==> src/rtl/firebird7_in_gate2_sri_reset_sequencer_if.sv <==
// Sideband-reset request/status bundle between the gate2 SRI TDR and its reset sequencer.
// master = TDR/status side (drives the request), slave = sequencer.
interface firebird7_in_gate2_sri_reset_sequencer_if #(
    parameter int unsigned CNT_W = 4
) ();

    logic             sri_req_n;
    logic             sri_reset_n;
    logic             sri_busy;
    logic             sri_done;
    logic [CNT_W-1:0] sri_count;
    logic [1:0]       sri_status;

    modport master (
        output sri_req_n,
        input  sri_reset_n,
        input  sri_busy,
        input  sri_done,
        input  sri_count,
        input  sri_status
    );

    modport slave (
        input  sri_req_n,
        output sri_reset_n,
        output sri_busy,
        output sri_done,
        output sri_count,
        output sri_status
    );

endinterface

==> src/rtl/firebird7_in_gate2_sri_reset_sequencer.sv <==
// Turns each falling edge of the SRI TDR request into one timed active-low reset pulse,
// a settle window and a DONE status, with a saturating count of completed sequences.
module firebird7_in_gate2_sri_reset_sequencer #(
    parameter int unsigned ASSERT_CYCLES  = 4,
    parameter int unsigned RELEASE_CYCLES = 8,
    parameter int unsigned CNT_W          = 4
) (
    input logic                                    ijtag_tck,
    input logic                                    ijtag_reset,
    firebird7_in_gate2_sri_reset_sequencer_if.slave sri
);

    localparam int unsigned MaxCycles = (ASSERT_CYCLES > RELEASE_CYCLES) ? ASSERT_CYCLES
                                                                         : RELEASE_CYCLES;
    localparam int unsigned TmrW      = $clog2(MaxCycles + 1);

    localparam logic [TmrW-1:0] AssertLoad  = TmrW'(ASSERT_CYCLES - 1);
    localparam logic [TmrW-1:0] ReleaseLoad = TmrW'(RELEASE_CYCLES - 1);

    // Encoding doubles as the captured status word.
    typedef enum logic [1:0] {
        StIdle    = 2'b00,
        StAssert  = 2'b01,
        StRelease = 2'b10,
        StDone    = 2'b11
    } state_e;

    state_e           r_state;
    state_e           w_state_d;
    logic             r_req_q;
    logic [TmrW-1:0]  r_tmr;
    logic [TmrW-1:0]  w_tmr_d;
    logic             r_reset_n;
    logic             w_reset_n_d;
    logic             r_busy;
    logic             w_busy_d;
    logic             r_done;
    logic             w_done_d;
    logic [CNT_W-1:0] r_count;
    logic [CNT_W-1:0] w_count_d;
    logic             w_req_edge;

    // A held-low level never counts as a request; only a 1 -> 0 transition does.
    assign w_req_edge = r_req_q & ~sri.sri_req_n;

    always_comb begin
        w_state_d   = r_state;
        w_tmr_d     = r_tmr;
        w_reset_n_d = r_reset_n;
        w_count_d   = r_count;

        case (r_state)
            StIdle: begin
                if (w_req_edge) begin
                    w_state_d   = StAssert;
                    w_tmr_d     = AssertLoad;
                    w_reset_n_d = 1'b0;
                end
            end
            StAssert: begin
                if (r_tmr != '0) begin
                    w_tmr_d = r_tmr - 1'b1;
                end else begin
                    w_state_d   = StRelease;
                    w_tmr_d     = ReleaseLoad;
                    w_reset_n_d = 1'b1;
                end
            end
            StRelease: begin
                if (r_tmr != '0) begin
                    w_tmr_d = r_tmr - 1'b1;
                end else begin
                    w_state_d = StDone;
                    if (!(&r_count)) begin
                        w_count_d = r_count + CNT_W'(1);
                    end
                end
            end
            StDone: begin
                if (sri.sri_req_n) begin
                    w_state_d = StIdle;
                end
            end
            default: begin
                w_state_d   = StIdle;
                w_tmr_d     = '0;
                w_reset_n_d = 1'b1;
            end
        endcase

        w_busy_d = (w_state_d == StAssert) || (w_state_d == StRelease);
        w_done_d = (w_state_d == StDone);
    end

    always_ff @(posedge ijtag_tck or posedge ijtag_reset) begin
        if (ijtag_reset) begin
            r_state   <= StIdle;
            r_req_q   <= 1'b1;
            r_tmr     <= '0;
            r_reset_n <= 1'b1;
            r_busy    <= 1'b0;
            r_done    <= 1'b0;
            r_count   <= '0;
        end else begin
            r_state   <= w_state_d;
            r_req_q   <= sri.sri_req_n;
            r_tmr     <= w_tmr_d;
            r_reset_n <= w_reset_n_d;
            r_busy    <= w_busy_d;
            r_done    <= w_done_d;
            r_count   <= w_count_d;
        end
    end

    assign sri.sri_reset_n = r_reset_n;
    assign sri.sri_busy    = r_busy;
    assign sri.sri_done    = r_done;
    assign sri.sri_count   = r_count;
    assign sri.sri_status  = r_state;

endmodule

==> src/flat_wrapper.sv <==
// flat-port wrapper written by rule: the top's interface ports become plain ports
module firebird7_in_gate2_sri_reset_sequencer_flat 
#(
    parameter int unsigned ASSERT_CYCLES  = 4,
    parameter int unsigned RELEASE_CYCLES = 8,
    parameter int unsigned CNT_W          = 4
)
  (ijtag_tck, ijtag_reset, sri_sri_req_n, sri_sri_reset_n, sri_sri_busy, sri_sri_done, sri_sri_count, sri_sri_status);
  firebird7_in_gate2_sri_reset_sequencer_if #(.CNT_W(CNT_W)) sri_i ();
  input logic ijtag_tck;
  input logic ijtag_reset;
  input wire logic [$bits(sri_i.sri_req_n)-1:0] sri_sri_req_n;
  output wire logic [$bits(sri_i.sri_reset_n)-1:0] sri_sri_reset_n;
  output wire logic [$bits(sri_i.sri_busy)-1:0] sri_sri_busy;
  output wire logic [$bits(sri_i.sri_done)-1:0] sri_sri_done;
  output wire logic [$bits(sri_i.sri_count)-1:0] sri_sri_count;
  output wire logic [$bits(sri_i.sri_status)-1:0] sri_sri_status;
  assign sri_i.sri_req_n = sri_sri_req_n;
  assign sri_sri_reset_n = sri_i.sri_reset_n;
  assign sri_sri_busy = sri_i.sri_busy;
  assign sri_sri_done = sri_i.sri_done;
  assign sri_sri_count = sri_i.sri_count;
  assign sri_sri_status = sri_i.sri_status;
  firebird7_in_gate2_sri_reset_sequencer #(.ASSERT_CYCLES(ASSERT_CYCLES), .RELEASE_CYCLES(RELEASE_CYCLES), .CNT_W(CNT_W)) u_core (.ijtag_tck(ijtag_tck), .ijtag_reset(ijtag_reset), .sri(sri_i));
endmodule
==> config.mk <==
export PLATFORM = sky130hd
export DESIGN_NAME = firebird7_in_gate2_sri_reset_sequencer_flat
export DESIGN_NICKNAME = d
export VERILOG_FILES = /design/src/rtl/firebird7_in_gate2_sri_reset_sequencer_if.sv /design/src/rtl/firebird7_in_gate2_sri_reset_sequencer.sv /design/src/flat_wrapper.sv
export SDC_FILE = /design/constraint.sdc
export NUM_CORES = 1
export LEC_CHECK = 0
export BUFFER_PORTS_ARGS = -buffer_cell sky130_fd_sc_hd__buf_2
export CORE_ASPECT_RATIO = 1.1
export CORE_MARGIN = 5
export CORE_UTILIZATION = 49
export CTS_CLUSTER_DIAMETER = 50
export DETAILED_ROUTE_END_ITERATION = 8
export PLACE_DENSITY = 0.7
export SLEW_MARGIN = 20
export SYNTH_ARGS = -nofsm -noshare
export SYNTH_HDL_FRONTEND = slang
export SYNTH_SLANG_ARGS = --single-unit
==> constraint.sdc <==
create_clock -name ijtag_tck -period 3.4 [get_ports ijtag_tck]
set_clock_uncertainty 0.05 [all_clocks]
set_input_delay 0.68 -clock ijtag_tck [delete_from_list [all_inputs] [get_ports ijtag_tck]]
set_output_delay 0.68 -clock ijtag_tck [all_outputs]
set_load 0.02 [all_outputs]
==> reports/results.ini <==
[setup_path]
r2r_slack_ns = 1.30
crit_start = u_core.r_tmr[0]
crit_type = register to register
arrival_ns = 2.21
worstPathRequired_ns = 3.52
path_cells = inv_1 -> ha_1 -> nor3b_1 -> a21oi_1 -> a31oi_1 -> ha_1
critPathTopFamily = simple AND/OR/NAND/NOR gates
slowest_stage = nor3b_1
start_kind = register
critPathCaptureType = register
r2r-start = u_core.r_tmr[0]
crit_fanout = 4
crit_top_cell = ha_1
slowest_delay_ns = 0.53
cp_num_buf_inv = 1

[drt]
drc = 0
wl_per_cell_um = 15.1
routed_wl_um = 1670
via_per_inst = 6.14
ant_nets = 0
dr_total_vias = 681
dr.pass1.iters = 5
drtIter0Drc = 16

[placement]
io_buffers = 11
routabilityCongestion = 0.788
place_hpwl_um = 1250

[cts]
cts_buffers = 3
path_clk_slew_ns = 0.08
post_cts_resized = 0
cts_tree = done
root_buffer = clkbuf_4
cts_buffer_depth = 2
post-cts-setup-buffers = 0
clk_latency_ns = 0.28
ctsHoldBuffers = 0
cts_htree_levels = 1
clock_sinks = 14

[synthesis]
yosysMostFrequentCell = dfrtp_1
async_flop_share_pct = 100
synth_area_um2 = 831
synth_top_cell_area_share_pct = 36.1
avgSynthCellArea_um2 = 10.4
synth.top_cells.by_area = dfrtp_1, ha_1, dfstp_2
synth_enable_flop_cells = 0
syn-instance-count = 80
synthDistinctLibCells = 35
yosysSeqAreaShare_pct = 42.5
synth_largest_area_cell = dfrtp_1
synth_common_cells = dfrtp_1, inv_1, ha_1, a21oi_1
synthFlopType = dfrtp_1
ys_seq_elements = 14
yosysWarnings = 0
syn-num-nets = 91

[timing]
timing.final.crit_period_ns = 2.10
fin_crit_sh_pct = 61.6
rsz0062_at_grt = false
slew_headroom_pct = 60.0
setup_viol = 0
worst_pin_slew_ns = 0.599
fin_setup_tns_ns = 0
fmax_mhz = 477
final_hold_viol_count = 0
slew_violations = 0
hold_slack_ns = 0.372

[floorplanning]
dieWidth_um = 49.3
fp.dieArea_mm2 = 0.00262
core-area_mm2 = 0.00160
fp-row-count = 15
die_h_um = 53.2
initial_utilization_pct = 52.1
io-pin-count = 12

[final_layout]
nets = 106
drive_gt1_share_pct = 23.4
seq_area_um2 = 353
antenna_cells = 0
area_delta_synth_final_pct = 13.0
multiInputGateArea_um2 = 432
fillers = 133

[hold_path]
hold_path_class = input port to async pin

[run]
max-cap-violations = 0

[global_route]
grtUsageTotal_pct = 13.6
antenna_found_initial = 0
grt_overflow_total = 0
grt_max_degree = 15
grt_first_pass_wirelength_um = 2750
grt_pass1_vias = 645

[power_and_ir_drop]
ir_drop_uv = 475
p_leak_uw = 0.000464
power_density_mw_per_mm2 = 1030

[status]
status = finished clean

-- layout make-up --
| class | count | area share (%) |
|---|---|---|
| clock buffer | 4 | 3.87 |
| inverter | 11 | 4.40 |
| multi-input combinational | 54 | 46.0 |
| sequential | 14 | 37.6 |
| tap | 17 | 2.27 |
| timing repair buffer | 11 | 5.87 |
-- layer usage --
layer  GRT usage [%]  share of wire, %  vias up
met1            15.4                43      324
met4            5.38               1.4        0
met2            24.0                48       29
met3            3.94               6.9        4
li1                -                 -      324
met5               0                 0        -
-- stage by stage --
| step | cells | utilization, % | cell area (um2) | power (uW) | setup WS (ns) |
|---|---|---|---|---|---|
| after floorplan | 80 | - | 831 | 709 | 1.57 |
| after global placement | 107 | 56.5 | 902 | 833 | 1.36 |
| after detailed placement | 107 | 56.5 | 902 | 850 | 1.38 |
| after CTS | 111 | 58.8 | 938 | 972 | 1.37 |
| after global routing | 111 | 58.8 | 938 | 1050 | 1.14 |
| final | 111 | 58.8 | 938 | 971 | 1.30 |
-- sequential cells by signal, summed over array words and instances (netlist names) --
register	cells
u_core.sri.sri_reset_n	1
u_core.sri.sri_done	1
u_core.r_tmr	4
u_core.r_req_q	1
u_core.sri.sri_count	4
u_core.sri.sri_status	2
u_core.sri.sri_busy	1
-- cell usage in the layout, fill, tap and decap left out, types with 2 or more instances in the layout --
cell,count
a221o_1,2
buf_2,11
mux2_2,2
a31oi_1,2
nand2_1,2
o21ai_0,2
nor2b_1,3
nand2b_1,2
ha_1,8
inv_1,11
dfrtp_1,12
a211oi_1,2
a21oi_1,5
clkbuf_4,3
dfstp_2,2
nor2_1,3
o22ai_1,2
-- report_power, final --
group          leakage, uW  total (uW)  internal, uW  switching, uW
registers         0.000171         296           236           60.3
logic             0.000272         556           236            321
clock network    0.0000210         119          65.2           53.6
-- worst reg2reg max path, cell delays in order, from the launching register on --
cell and delay, ns:
dfrtp_1 0.41, inv_1 0.07, ha_1 0.19, nor3b_1 0.53, a21oi_1 0.15, a31oi_1 0.30
ha_1 0.28
-- cell families after synthesis --
kind of cell,count (synthesis),share of synthesized area [%]
AO/OA/AOI/OAI,24,21.7
XOR/XNOR,1,1.05
adder cells (fa/ha/maj),8,12.0
buffers and inverters,12,5.57
flip-flops,14,42.5
multiplexers,3,3.92
AND/OR/NAND/NOR,18,13.3
-- final timing paths --
kind	end	cells after the start
worst min-delay path	u_core.sri.sri_status[0]	2
worst max register to register	u_core.sri.sri_busy	6
max in group asynchronous	u_core.r_req_q	2
worst max-delay path	u_core.sri.sri_busy	6
worst min register to register	u_core.sri.sri_count[0]	1
min in group ijtag_tck	u_core.r_req_q	1
No activity file was read; power rests on OpenSTA's default activity.
